**src/rtl/trisc_datapath.sv**
```systemverilog
`default_nettype none
`timescale 1ns/1ps
// ============================================================================
// trisc_datapath : TRISC register-transfer datapath (PC, MAR, IR, MDR, ACC,
//                  16x8 RAM) driven by control-unit strobes C0..C14.
// Revision       : 1.0  initial release
// ============================================================================
module trisc_datapath #(
  parameter int DW = 8,
  parameter int AW = 4
) (
  input  logic          SysClock,
  input  logic          Reset,
  input  logic          C0,
  input  logic          C1,
  input  logic          C2,
  input  logic          C3,
  input  logic          C4,
  input  logic          C5,
  input  logic          C7,
  input  logic          C8,
  input  logic          C9,
  input  logic          C10,
  input  logic          C11,
  input  logic          C12,
  input  logic          C13,
  input  logic          C14,
  input  logic          LoadEn,
  input  logic [AW-1:0] LoadAddr,
  input  logic [DW-1:0] LoadData,
  output logic          LDA,
  output logic          STA,
  output logic          ADD,
  output logic          SUB,
  output logic          XOR,
  output logic          INC,
  output logic          CLR,
  output logic          JMP,
  output logic          JPZ,
  output logic          JPN,
  output logic          HLT,
  output logic          Z,
  output logic          N,
  output logic          Halted,
  output logic [AW-1:0] PCout,
  output logic [DW-1:0] ACCout,
  output logic [DW-1:0] IRout
);

  localparam logic [3:0] c_OP_LDA = 4'b0000;
  localparam logic [3:0] c_OP_STA = 4'b0001;
  localparam logic [3:0] c_OP_ADD = 4'b0010;
  localparam logic [3:0] c_OP_SUB = 4'b0011;
  localparam logic [3:0] c_OP_XOR = 4'b0100;
  localparam logic [3:0] c_OP_INC = 4'b0110;
  localparam logic [3:0] c_OP_CLR = 4'b0111;
  localparam logic [3:0] c_OP_JMP = 4'b1000;
  localparam logic [3:0] c_OP_JPZ = 4'b1001;
  localparam logic [3:0] c_OP_JPN = 4'b1010;
  localparam logic [3:0] c_OP_HLT = 4'b1111;

  logic [AW-1:0] pc_q, pc_d;
  logic [AW-1:0] mar_q, mar_d;
  logic [DW-1:0] ir_q, ir_d;
  logic [DW-1:0] mdr_q, mdr_d;
  logic [DW-1:0] acc_q, acc_d;
  logic          halted_q, halted_d;
  logic          fetched_q, fetched_d;

  logic [DW-1:0] mem_q [0:(1<<AW)-1];

  logic [3:0]    w_opcode;
  assign w_opcode = ir_q[DW-1:DW-4];

  always_comb begin
    LDA = 1'b0; STA = 1'b0; ADD = 1'b0; SUB = 1'b0;
    XOR = 1'b0; INC = 1'b0; CLR = 1'b0; JMP = 1'b0;
    JPZ = 1'b0; JPN = 1'b0; HLT = 1'b0;
    case (w_opcode)
      c_OP_LDA: LDA = 1'b1;
      c_OP_STA: STA = 1'b1;
      c_OP_ADD: ADD = 1'b1;
      c_OP_SUB: SUB = 1'b1;
      c_OP_XOR: XOR = 1'b1;
      c_OP_INC: INC = 1'b1;
      c_OP_CLR: CLR = 1'b1;
      c_OP_JMP: JMP = 1'b1;
      c_OP_JPZ: JPZ = 1'b1;
      c_OP_JPN: JPN = 1'b1;
      c_OP_HLT: HLT = 1'b1;
      default:  ;
    endcase
  end

  always_comb begin
    pc_d      = pc_q;
    mar_d     = mar_q;
    ir_d      = ir_q;
    mdr_d     = mdr_q;
    acc_d     = acc_q;
    halted_d  = halted_q;
    fetched_d = fetched_q;
    if (C0) begin
      pc_d      = '0;
      mar_d     = '0;
      ir_d      = '0;
      mdr_d     = '0;
      acc_d     = '0;
      halted_d  = 1'b0;
      fetched_d = 1'b0;
    end else begin
      if (C1)      pc_d = ir_q[AW-1:0];
      else if (C2) pc_d = pc_q + AW'(1);

      if (C3)      mar_d = pc_q;
      else if (C9) mar_d = ir_q[AW-1:0];

      if (C4) mdr_d = mem_q[mar_q];
      if (C5) ir_d  = mdr_q;

      if (C8)       acc_d = '0;
      else if (C11) acc_d = mdr_q;
      else if (C12) acc_d = acc_q + mdr_q;
      else if (C13) acc_d = acc_q - mdr_q;
      else if (C14) acc_d = acc_q ^ mdr_q;
      else if (C7)  acc_d = acc_q + DW'(1);

      // A freshly fetched HLT halts unless the FSM advances PC past it.
      if (fetched_q && HLT && !C2) halted_d = 1'b1;
      fetched_d = C5;
    end
  end

  always_ff @(posedge SysClock or posedge Reset) begin
    if (Reset) begin
      pc_q      <= '0;
      mar_q     <= '0;
      ir_q      <= '0;
      mdr_q     <= '0;
      acc_q     <= '0;
      halted_q  <= 1'b0;
      fetched_q <= 1'b0;
    end else begin
      pc_q      <= pc_d;
      mar_q     <= mar_d;
      ir_q      <= ir_d;
      mdr_q     <= mdr_d;
      acc_q     <= acc_d;
      halted_q  <= halted_d;
      fetched_q <= fetched_d;
    end
  end

  // Memory survives Reset and C0; an aborted instruction must not store.
  always_ff @(posedge SysClock) begin
    if (!C0) begin
      if (LoadEn)              mem_q[LoadAddr] <= LoadData;
      else if (C10 && !Reset)  mem_q[mar_q]    <= acc_q;
    end
  end

  assign Z      = (acc_q == '0);
  assign N      = acc_q[DW-1];
  assign Halted = halted_q;
  assign PCout  = pc_q;
  assign ACCout = acc_q;
  assign IRout  = ir_q;

endmodule
`default_nettype wire

```
**config.mk**
```make
export PLATFORM = sky130hd
export DESIGN_NAME = trisc_datapath
export DESIGN_NICKNAME = d
export VERILOG_FILES = /design/src/rtl/trisc_datapath.sv
export SDC_FILE = /design/constraint.sdc
export NUM_CORES = 1
export LEC_CHECK = 0
export ABC_AREA = 1
export CAP_MARGIN = 20
export CORE_MARGIN = 1
export CORE_UTILIZATION = 50
export CTS_CLUSTER_SIZE = 20
export DETAILED_ROUTE_END_ITERATION = 10
export GPL_TIMING_DRIVEN = 0
export PLACE_DENSITY = 0.78
export SYNTH_ARGS = -nofsm -noshare
export SYNTH_HDL_FRONTEND = slang
export SYNTH_SLANG_ARGS = --single-unit
```
**constraint.sdc**
```tcl
create_clock -name SysClock -period 2.1 [get_ports SysClock]
set_clock_uncertainty 0.2 [all_clocks]
set_input_delay 0.315 -clock SysClock [delete_from_list [all_inputs] [get_ports SysClock]]
set_output_delay 0.315 -clock SysClock [all_outputs]
set_load 0.03 [all_outputs]
```
# Word-level counts from Yosys, hierarchy flattened
# Memory sizes are Yosys's and may differ from the RTL's.
# Index checks and enable logic that the tools add are counted.
# word_totals
ff_bits,34
output_inout_bits,34
ram_bits,128
n_memories,1
# mem_list
name,depth,word_bits,read_ports,rd_clocked_by_memory_dff,wr,line_no,text
mem_q,16,8,1,0,1,70,logic [DW-1:0] mem_q [0:(1<<AW)-1];
# classes
n_reduce_logical,14
eq_ne,10
bitwise,1
addsub,4
n_mux,41
# op_table
cell,count
two-way mux 8 bit,12
two-way mux 4 bit,7
two-way mux 1 bit,22
"equality test 4 bit, second input constant",4
"equality test 4 x 3 -> 1 bit, second input constant",3
"adder 8 x 1 -> 8 bit, second input constant",1
adder 8 bit,1
"equality test 4 x 2 -> 1 bit, second input constant",2
zero test 8 bit,1
OR reduction 8 bit,1
subtractor 8 bit,1
bitwise XOR 8 bit,1
nonzero test 7 bit,1
nonzero test 2 bit,3
nonzero test 3 bit,2
"adder 4 x 1 -> 4 bit, second input constant",1
"equality test 4 x 1 -> 1 bit, second input constant",1
zero test 4 bit,1
logical AND 1 bit,3
zero test 1 bit,2

# Longest topological paths before layout
# depth
word_depth,8
depth_mapped,15
depth_no_buf,14

# Least setup slack after synthesis
# Ideal clock, no wire load.
# synth_path
kind,input to register
from,input Reset
to,memory mem_q[0][0] (data pin)
required_time_ps,1570
t_arrival_ps,2390
path_slack_ps,-820
cell_stages,5
path_cell_list,inv_1 nand4_4 buf_6 clkbuf_1 o21ai_0
# synth_between
elab_chain_len,8
# synth_lines
element,line_no,text
from (decl),13,"input logic Reset,"
zero test 1 bit,158,else if (C10 && !Reset) mem_q[mar_q] <= acc_q;
logical AND 1 bit,158,
two-way mux 1 bit,158,
two-way mux 1 bit,157,if (LoadEn) mem_q[LoadAddr] <= LoadData;
two-way mux 1 bit,156,if (!C0) begin
two-way mux 1 bit (implied by the code),158,
OR reduction 8 bit (no source line),-,
two-way mux 8 bit (no source line),-,
to (decl),70,
# No other way between the ends.

# Worst setup path after layout
# layout_path
from,"register acc_q[0], in the netlist ACCout[0]"
to,"register acc_q[6], in the netlist ACCout[6]"
# layout_between
elab_chain_len,8
# layout_lines
element,line_no,text
from (decl),66,"logic [DW-1:0] acc_q, acc_d;"
from (signal assigned),140,acc_q <= '0;
from (signal assigned),148,acc_q <= acc_d;
adder 8 x 1 -> 8 bit,126,else if (C7) acc_d = acc_q + DW'(1);
two-way mux 8 bit,126,
two-way mux 8 bit,125,else if (C14) acc_d = acc_q ^ mdr_q;
two-way mux 8 bit,124,else if (C13) acc_d = acc_q - mdr_q;
two-way mux 8 bit *,123,else if (C12) acc_d = acc_q + mdr_q;
two-way mux 8 bit *,122,else if (C11) acc_d = mdr_q;
two-way mux 8 bit *,121,if (C8) acc_d = '0;
two-way mux 8 bit *,103,if (C0) begin
# Mark *: on every way between the ends. The rest lies on a longest branch, timed or not. The select of a mux whose other input is x is not followed.
# A chain may end at the register's enable or synchronous reset.

==> results.txt <==
----------------------------------------------------
[Run status]
  Status ... finished with violations
  Failing checks ... setup timing

[Route]
  DRC violation count after routing ... 0
  Antenna Violating Nets Remaining ... 0
  Per-cell via count in the routed design ... 5.79
  Aggregate routed wire length ... 22500 um
  Routed via count ... approximately 6600
  Count of routing violations after the opening detailed-route iteration ... 691
  Detail-routed net length per standard cell ... 19.7 um
  Total iterations of the first detailed-routing run ... 8

[Placement]
  Number of input and output port buffers inserted ... 60
  HPWL Detailed ... 14500 um
  Final estimated routing congestion in global placement ... approximately 0.90
  Place WS ... -1340 ps

[Clocking]
  Clk sink count ... 162
  Clock edge transition at the registers on the reported setup and hold paths ... 60 ps
  Maximum level of the CTS H-tree ... 4
  Inserted Clock Buffers ... 17
  CTS tree ... done
  Clock latency on the worst-skew pair ... 420 ps
  Maximum buffer depth of the clock tree ... 2
  Cell at the root of the clock tree ... sky130_fd_sc_hd__clkbuf_16

[Yosys]
  Proportion of synthesized area in mux cells ... 0%
  Post-synthesis share of cell area spent on and, or, nand and nor gates ... between 10% and 20%
  FFs w/ async S/R, synth ... 21.0%
  Unique masters post-synth ... 35
  Post-synthesis share of cell area spent on full adders, half adders and majority gates ... 3.34%
  Avg Inst Size Synth ... 9.82 um^2
  Combinational family with the most area after synthesis ... simple AND/OR/NAND/NOR gates
  Post-Synthesis Cell Area ... 7940 um^2
  Number of synthesized flops with an enable pin ... 128
  Syn_nets ... 857
  Instance count of the mapped netlist ... about 810
  Xor/xnor share of the synthesized area ... less than 1%
  FF+latch count, synth ... 162
  Share of the synthesized area in compound gates (AO/OA/AOI/OAI) ... 13.9%
  Main synth FF type ... sky130_fd_sc_hd__edfxtp_1
  Register area share after synthesis ... 59.2%
  Count of warnings emitted by yosys ... 0

[GRT]
  Overflow left after global routing ... 0
  Total global routing track utilization ... a little over a quarter
  Via count of the first global-routing pass ... 6198
  Pin count of the biggest net entering global routing ... 20
  Antenna violations before repair ... 0
  Wire length of the first global-routing pass ... approximately 33000 um

[Timing]
  Worst setup margin ... -17.8 ps
  Worst-Margin Slew ... 819 ps
  Final Hold Vio Count ... 0
  Max Clock Freq ... 472 MHz
  Max-slew headroom ... 45.1%
  Setup Viol. Count Final ... 1
  WHS ... 11.2 ps
  Slew Limit Fails ... 0
  Min cycle time layout ... between 2000 and 2500 ps
  Share of the clock period used by the worst path ... 101%
  RSZ-0062 raised after global routing ... true
  Final-layout setup total negative slack ... -17.8 ps

[Power]
  Sw Share ... between 20% and 30%
  Power density cells ... 792 nW/um^2
  Static leakage power ... 4.01 nW
  Net switching power of the design ... between 2 and 2.5 mW
  Power share of the combinational group ... a little under a fifth
  Peak supply drop ... about 0.84 mV
  Clock share of power ... between 30% and 40%
  Internal Dissipation ... around 6 mW
  Power share of the sequential group ... 44.7%
  Sum of internal, switching and leakage power ... 8.12 mW

[Floorplan]
  Number of placement rows ... 45
  Starting Density ... between 50% and 60%
  Vertical die dimension ... 128 um
  Placeable core area ... 15400 um^2
  Area enclosed by the die boundary ... 16400 um^2
  Ports ... 63
  Die W ... between 100 and 150 um

[Cells and area]
  Ant. Diodes ... 0
  Final core area utilization ... 66.7%
  Layout overhead on the synthesized area ... 29.2%
  Layout cells sized above 1 ... about 23%
  Total number of nets in the final design ... a little under 1000

[Setup path]
  Startpoint types ... flop
  Highest fanout seen on the critical path ... 4
  Worst EP arrival ... between 2000 and 2500 ps
  RR Startpoint ... ACCout[0]$_DFFE_PP0P_
  Endpoint required time on the critical path ... 2210 ps
  Type of the worst setup path ... flop to flop
  Critical Path Sink Type ... flop
  Worst setup path startpoint ... ACCout[0]$_DFFE_PP0P_

[Hold path]
  Path category of the worst min-delay check ... input port to asynchronous set/reset pin

[Run]
  Count of max-cap constraint violations ... 0

----------------------------------------------------
-- placed cells by master (no fill, tap or decap), types with 21 or more instances in the layout --
cell type	count
sky130_fd_sc_hd__nand3_1	43
sky130_fd_sc_hd__edfxtp_1	128
sky130_fd_sc_hd__o21ai_0	61
sky130_fd_sc_hd__nor2_1	119
sky130_fd_sc_hd__inv_1	44
sky130_fd_sc_hd__o21ai_1	34
sky130_fd_sc_hd__nand2_1	113
sky130_fd_sc_hd__a21oi_1	21
sky130_fd_sc_hd__clkdlybuf4s50_1	37
sky130_fd_sc_hd__o211ai_1	22
sky130_fd_sc_hd__dfrtp_1	24
sky130_fd_sc_hd__buf_4	24
-- power groups by stage --
stage          Combinational (mW)  Clock (mW)  Sequential, mW
2_1_floorplan               0.807           0            3.72
3_3_place_gp                 1.24           0            3.69
3_5_place_dp                 1.26           0            3.69
4_1_cts                      1.30        2.98            3.63
5_1_grt                      1.62        3.12            3.64
6_report                     1.50        2.99            3.63
-- worst max-delay path: stages (launching register included) --
cell,delay (ps)
sky130_fd_sc_hd__dfrtp_2,450
sky130_fd_sc_hd__inv_4,90
sky130_fd_sc_hd__ha_4,120
sky130_fd_sc_hd__inv_2,40
sky130_fd_sc_hd__fa_2,420
sky130_fd_sc_hd__nand2_4,110
sky130_fd_sc_hd__a21oi_4,70
sky130_fd_sc_hd__nand2_2,80
sky130_fd_sc_hd__nand2_1,50
sky130_fd_sc_hd__nand2_1,60
sky130_fd_sc_hd__nand3_1,60
sky130_fd_sc_hd__nand2_1,70
sky130_fd_sc_hd__nand2_1,70
sky130_fd_sc_hd__nand2_1,70
sky130_fd_sc_hd__nand2_1,50
-- flip-flops by register name, indices dropped and copies added (netlist names) --
signal     flops
ACCout         8
mar_q          4
PCout          4
IRout          8
mem_q        128
Halted         1
fetched_q      1
mdr_q          8
-- path summary, 6_finish.rpt --
check / cells past startpoint / slack [ps] / endpoint
max: 14 / -20 / ACCout[6]$_DFFE_PP0P_
min reg2reg: 2 / 300 / Halted$_DFFE_PP0P_
max reg2reg: 14 / -20 / ACCout[6]$_DFFE_PP0P_
min: 3 / 10 / PCout[0]$_DFFE_PP0P_
max in group asynchronous: 2 / 1230 / ACCout[5]$_DFFE_PP0P_
min in group SysClock: 2 / 140 / Halted$_DFFE_PP0P_
-- metal layers --
| metal | vias up | global-route usage, % | part of all wire (%) |
|---|---|---|---|
| met1 | 3173 | 34.2 | 40 |
| met3 | 63 | 6.39 | 8.0 |
| met5 | - | 0 | 0 |
| met4 | 0 | 13.8 | 4.1 |
| met2 | 344 | 44.9 | 48 |
| li1 | 3034 | - | - |
-- cell usage after synthesis (2+ instances only) --
library cell               count  area share (%)
sky130_fd_sc_hd__dfrtp_1      34              11
sky130_fd_sc_hd__nand4_1       5            0.39
sky130_fd_sc_hd__o211ai_1     22             2.1
sky130_fd_sc_hd__inv_2         2           0.095
sky130_fd_sc_hd__nor3_1        4            0.25
sky130_fd_sc_hd__o211ai_2      4            0.63
sky130_fd_sc_hd__inv_1        68             3.2
sky130_fd_sc_hd__clkinv_1      2           0.095
sky130_fd_sc_hd__nor2_1      137             6.5
sky130_fd_sc_hd__xor2_1        7            0.77
sky130_fd_sc_hd__buf_4         3            0.28
sky130_fd_sc_hd__nand2_1     122             5.8
sky130_fd_sc_hd__buf_2        12            0.76
sky130_fd_sc_hd__ha_1         18             2.8
sky130_fd_sc_hd__nand3b_1      2            0.19
sky130_fd_sc_hd__o21ai_0      76             4.8
sky130_fd_sc_hd__edfxtp_1    128              48
sky130_fd_sc_hd__o21ai_1      34             2.1
sky130_fd_sc_hd__a21oi_1      25             1.6
sky130_fd_sc_hd__fa_1          2            0.50
sky130_fd_sc_hd__o21ai_2       8            0.88
sky130_fd_sc_hd__buf_6         8             1.1
sky130_fd_sc_hd__nand3_1      47             3.0
sky130_fd_sc_hd__o22ai_1      19             1.5
sky130_fd_sc_hd__clkbuf_1      9            0.43
-- logic make-up (layout without fill, tap and decap cells) --
family,count (synthesis),count (layout)
xor gates and xnor gates,8,8
AOI/OAI and AO/OA,191,191
and+or+nand+nor,321,321
DFF,162,162
adders and majority gates,20,20
buffers and inverters,106,230
-- per-stage QoR --
step | cells | instance area, um^2
2_1_floorplan | 808 | 8210
3_3_place_gp | 1079 | 9080
3_5_place_dp | 1079 | 9080
4_1_cts | 1121 | 9870
5_1_grt | 1143 | 10300
6_report | 1143 | 10300
-- repair_timing --
item                                    CTS  global route
resized for setup                        59            93
hold buffers                              0             0
endpoints found under the hold margin     0             0
gates cloned                              1             3
pin swaps                                 9            24
endpoints found under the setup margin  283           165
buffers inserted                         11            19
-- layout make-up --
type	count	area, um^2
fill	1151	5110
sequential	162	4710
multi-input combinational	540	3200
timing repair buffer	93	966
clock buffer	19	433
inverter	72	292
tap	211	264
buffer	33	256
clock inverter	12	134
timing repair inverter	1	5.00
Note: power is estimated with default switching activity, not from simulation.
